===== config.mk =====
export PLATFORM = sky130hd
export DESIGN_NAME = pc_fetch
export DESIGN_NICKNAME = d
export VERILOG_FILES = /design/src/rtl/pc_fetch_pkg.sv /design/src/rtl/fetch_buf.sv /design/src/rtl/pc_fetch.sv
export SDC_FILE = /design/constraint.sdc
export NUM_CORES = 1
export LEC_CHECK = 0
export ABC_CLOCK_PERIOD_IN_PS = 6940
export BUFFER_PORTS_ARGS = -buffer_cell sky130_fd_sc_hd__buf_2
export CAP_MARGIN = 20
export CORE_MARGIN = 10
export CORE_UTILIZATION = 29
export CTS_CLUSTER_SIZE = 12
export DETAILED_ROUTE_END_ITERATION = 6
export SYNTH_ARGS = -nofsm -noshare
export SYNTH_HDL_FRONTEND = slang
export SYNTH_HIERARCHICAL = 1
export SYNTH_SLANG_ARGS = --single-unit

===== constraint.sdc =====
create_clock -name clk -period 6.94 [get_ports clk]
set_input_delay 0.347 -clock clk [delete_from_list [all_inputs] [get_ports clk]]
set_output_delay 0.347 -clock clk [all_outputs]
set_load 0.01 [all_outputs]

===== src/rtl/pc_fetch_pkg.sv =====
// pc_fetch_pkg: shared fetch constants and types
package pc_fetch_pkg;
  localparam int PC_STEP = 4;
  typedef enum logic {FETCH_RUN, FETCH_HALT} fetch_state_e;
endpackage


===== src/rtl/fetch_buf.sv =====
// fetch_buf: 2-entry FIFO with flush; the head register keeps its last value when empty
module fetch_buf #(
  parameter int W = 64
) (
  input  logic         clk,
  input  logic         rst_n,
  input  logic         flush,
  input  logic         push,
  input  logic         pop,
  input  logic [W-1:0] din,
  output logic [1:0]   count,
  output logic [W-1:0] head
);
  logic [W-1:0] tail;
  logic slot;
  assign slot = count > {1'b0, pop};
  always_ff @(posedge clk or negedge rst_n)
    if (!rst_n) begin
      count <= '0;
      head <= '0;
      tail <= '0;
    end else if (flush) count <= '0;
    else begin
      count <= count + {1'b0, push} - {1'b0, pop};
      head <= pop && count == 2'd2 ? tail : push && !slot ? din : head;
      tail <= push && slot ? din : tail;
    end
endmodule


===== src/rtl/pc_fetch.sv =====
// pc_fetch: PC, ROM issue and IF/ID hand-off; FETCH_MISALIGN_CHK_EN adds a sticky misaligned-redirect halt
module pc_fetch
  import pc_fetch_pkg::*;
#(
  parameter int ADDR_W = 32,
  parameter int DATA_W = 32,
  parameter logic [ADDR_W-1:0] RESET_PC = '0
) (
  input  logic              clk,
  input  logic              resetNIn,
  input  logic              enable,
  input  logic              branchTakenIn,
  input  logic [ADDR_W-1:0] branchAddrIn,
  output logic              romReqOut,
  output logic [ADDR_W-1:0] romAddrOut,
  input  logic [DATA_W-1:0] romDataIn,
  output logic              validOut,
  output logic [ADDR_W-1:0] addrOut,
  output logic [DATA_W-1:0] dataOut
`ifdef FETCH_MISALIGN_CHK_EN
  ,
  output logic              misalignOut
`endif
);
  logic [ADDR_W-1:0] pc_reg, inflight_addr, tgt;
  logic inflight, halt, bad, redir, pop, issue;
  logic [1:0] count;
  logic [2:0] occ;
  assign tgt = {branchAddrIn[ADDR_W-1:2], 2'b00};
`ifdef FETCH_MISALIGN_CHK_EN
  fetch_state_e state;
  assign halt = state == FETCH_HALT;
  assign bad = branchTakenIn && !halt && branchAddrIn[1:0] != 2'b00;
  assign misalignOut = halt;
  always_ff @(posedge clk or negedge resetNIn)
    if (!resetNIn) state <= FETCH_RUN;
    else if (bad) state <= FETCH_HALT;
`else
  logic unused_lo;
  assign unused_lo = ^branchAddrIn[1:0];
  assign halt = 1'b0;
  assign bad = 1'b0;
`endif
  assign redir = branchTakenIn && !halt;
  assign validOut = count != 2'd0;
  assign pop = enable && validOut && !redir;
  assign occ = {1'b0, count} + {2'b0, inflight} - {2'b0, pop};
  assign issue = !halt && occ < 3'd2;
  assign romReqOut = redir ? !bad : issue;
  assign romAddrOut = redir ? tgt : pc_reg;
  always_ff @(posedge clk or negedge resetNIn)
    if (!resetNIn) begin
      pc_reg <= RESET_PC;
      inflight <= 1'b0;
      inflight_addr <= '0;
    end else begin
      inflight <= romReqOut;
      if (romReqOut) begin
        pc_reg <= romAddrOut + ADDR_W'(PC_STEP);
        inflight_addr <= romAddrOut;
      end
    end
  fetch_buf #(.W(ADDR_W + DATA_W)) u_buf (
    .clk(clk),
    .rst_n(resetNIn),
    .flush(redir),
    .push(inflight),
    .pop(pop),
    .din({inflight_addr, romDataIn}),
    .count(count),
    .head({addrOut, dataOut})
  );
endmodule


==> flow_metrics.tcl <==
set metrics [dict create \
    finalMaxSlewViolations 0 \
    cts_tree "built" \
    io_buffers 163 \
    io_pins 166 \
    ff2ff_path_depth 13 \
    fin_nets 1043 \
    worst_setup_path_start_kind "flip-flop" \
    placed_cells 1383 \
    drive_gt1_share_pct 29.74 \
    async_flop_share_pct 100.0 \
    synth_fa_ha_area_share_pct 0.8781 \
    track_usage_pct 13.75 \
    yosysTopAreaCellShare_pct 51.36 \
    cts_buffer_depth 2 \
    ys_seq_elements 193 \
    n_fill_cell 3227 \
    setup_violations 0 \
    fin_crit_sh_pct 58.98 \
    post-place-ws_ns 2.708 \
    core_area_um2 31800 \
    synth_top_family_by_area "compound AO/OA/AOI/OAI gates" \
    fmax_mhz 244.3 \
    rows 65 \
    synth_cell_type_count 61 \
    wire_per_inst_um 19.07 \
    netlist_area_um2 9404 \
    setup.worst_path.class "reg -> out" \
    status "completed" \
    fp.dieW_um 200.1 \
    min_path_type "in -> reg" \
    routed_wl_um 27020 \
    p_leak_nw 4.843 \
    min_path_cells 2 \
    hpwl_um 17140 \
    cp_max_fo 50 \
    grt_pass1_vias 7210 \
    worstPathArrival_ns 3.75 \
    r2r_start "u_buf/count[1]" \
    grt_max_degree 124 \
    synth-xor-area-share_pct 1.770 \
    cts_made_buffers 17 \
    yosysSeqAreaShare_pct 51.36 \
    hold_viol_final 0 \
    final_area_um2 11080 \
    dieArea_um2 40030 \
    multi_input_area_um2 4005 \
    via_count 7038 \
    initial_core_util_pct 29.57 \
    clock_latency_ns 0.45 \
    synth.area.top_cells "dfrtp_1 51%, mux2_4 9.6%, o32ai_1 6.0%" \
    syn_area_per_cell_um2 11.25 \
    firstDrtPassIters 4 \
    ys.warnings.count 6 \
    rsz0062_at_grt "false" \
    critPathCaptureType "output pin" \
    r2r_end "inflight_addr[18]" \
    viasPerCell 4.967 \
    synthMuxAreaShare_pct 13.54 \
    synth_nets 910 \
    place_area_um2 10430 \
    max_slew.worst_pin.slew_ns 1.056 \
    seq_area_um2 4830 \
    drc_errors 0 \
    cts_num_sinks 193 \
    maxCapViolations 0 \
    hp-start "romDataIn[12]" \
    antenna_found_initial 1 \
    drt_iter0_markers 477 \
    gp_congestion 0.8304 \
    synth_compound_gate_area_share_pct 14.98 \
    root_buffer "clkbuf_16" \
    rrSetupSlack_ns 3.21 \
    clk_pin_slew_ns 0.08 \
    largestRegisters "u_buf/head (64), u_buf/tail (64), inflight_addr (32)" \
    instances_no_fill 1417 \
    fin_crit_ns 4.093 \
    required_ns 6.59 \
    finalClockSkew_ns 0.01400 \
    die_height_um 200.1 \
    synth_edf_count 0 \
    slew_headroom_pct 29.57 \
    gr-total-overflow 0 \
    yosys.area_share.simple_pct 11.18 \
    irDropWorstVdd_uv 303.8 \
    min_to "u_buf/tail[12]" \
    synth_top_flop_cell "dfrtp_1" \
    grt_pass1_wl_um 42640 \
    post-synth-top-area-cell "dfrtp_1" \
    diodes 0 \
    ctsHtreeMaxLevel 4 \
    synth_cells 836 \
    ant_nets 0 \
    fin_ws_ns 2.847 \
    setup_tns_ns 0 \
    syn2layout_area_growth_pct 17.87 \
    p_per_area_nw_per_um2 470.6 \
]
[through the flow]
step                util, %  total power, mW  hold WS [ns]
floorplan                 -            3.569       0.05141
global placement      32.80            4.172        0.4580
detailed placement    32.80            4.222        0.4568
CTS                   34.74            5.296        0.1046
global route          34.86            5.614        0.1162
finish                34.86            5.216        0.1430
[power by group]
part | internal [mW] | leakage [nW] | switching, mW | total, mW
Clock | 0.500 | 0.302 | 0.544 | 1.04
Sequential | 1.69 | 2.21 | 0.344 | 2.03
Combinational | 0.969 | 2.33 | 1.17 | 2.14
Total | 3.15 | 4.84 | 2.06 | 5.22
[worst max-delay path: stages, from the launching register on]
cell and delay, ns:
dfrtp_1 0.51, inv_1 0.13, nand2_1 0.10, and3b_1 0.32, ha_1 0.28, nor2b_1 0.15
fa_1 0.42, nor2_1 0.13, nor2_2 0.04, buf_4 0.27, inv_2 0.65, buf_2 0.28
[layout by cell type, fill, tap and decap left out, types with 2 or more instances in the layout]
cell type	instances
mux2_4	60
or2_2	2
o21a_1	4
inv_8	6
mux2_2	7
nand4b_1	4
o31ai_1	8
nand2_1	39
dfrtp_1	193
nor3_1	2
and3_1	2
buf_2	162
nor4_1	6
inv_6	3
clkinv_8	4
clkbuf_16	17
nand3b_1	3
nor2b_1	6
buf_4	10
mux2i_1	28
xnor2_1	18
o31a_1	4
ha_1	5
inv_1	34
o21ai_0	9
nand4_1	10
nor2_1	115
a21oi_1	103
and4_1	2
inv_12	2
nand3_1	14
a31oi_1	3
o32ai_1	64
[synthesized netlist by cell type, drive strengths merged, types with 5 or more instances]
master  instances
mux2           67
clkbuf         14
o21ai           9
inv            35
dfrtp         193
nor2          116
mux2i          29
nand2          40
nand4b          5
o31ai           8
nor2b           7
buf            48
xnor2          18
nand3          15
o32ai          64
nor4            7
a21oi         103
nand4          11
ha              5
[kinds of logic (layout without fill, tap and decap cells)]
kind of cell    after synthesis  after routing
buf+inv                      97            243
mux                          96             96
fa+ha+maj                     6              6
simple gates                219            219
xor+xnor                     19             19
flops                       193            193
compound gates              206            206
[how the worst max path moves through the flow]
stage / start / endpoint / slack [ns]
finish: u_buf/count[1] / romReqOut / 2.85
detailed placement: branchTakenIn / inflight_addr[18] / 2.71
global placement: branchTakenIn / inflight_addr[17] / 2.78
CTS: u_buf/count[1] / romReqOut / 2.74
global route: u_buf/count[1] / romReqOut / 2.50
floorplan: branchTakenIn / romReqOut / 3.41
[layout make-up]
type | instances | share of cell area (%)
clock buffer | 17 | 3.838
timing repair buffer | 176 | 8.635
clock inverter | 15 | 1.727
inverter | 35 | 1.185
multi-input combinational | 546 | 36.13
tap | 435 | 4.910
sequential | 193 | 43.57
[metal layers]
metal | global-route usage [%] | wire length [µm] | up-vias
li1 | - | - | 3286
met1 | 18.35 | 12460 | 3495
met2 | 21.57 | 12370 | 230
met3 | 3.433 | 1844 | 25
met4 | 4.010 | 336 | 2
met5 | 0 | 13 | -
[timing repair]
item / in CTS / in global routing
endpoints found under the hold margin: 0 / 48
setup buffers: 0 / 0
setup endpoints to repair: 0 / 0
hold buffers: 0 / 1
resized for setup: 0 / 0
Power figures use the tool's default switching activity.
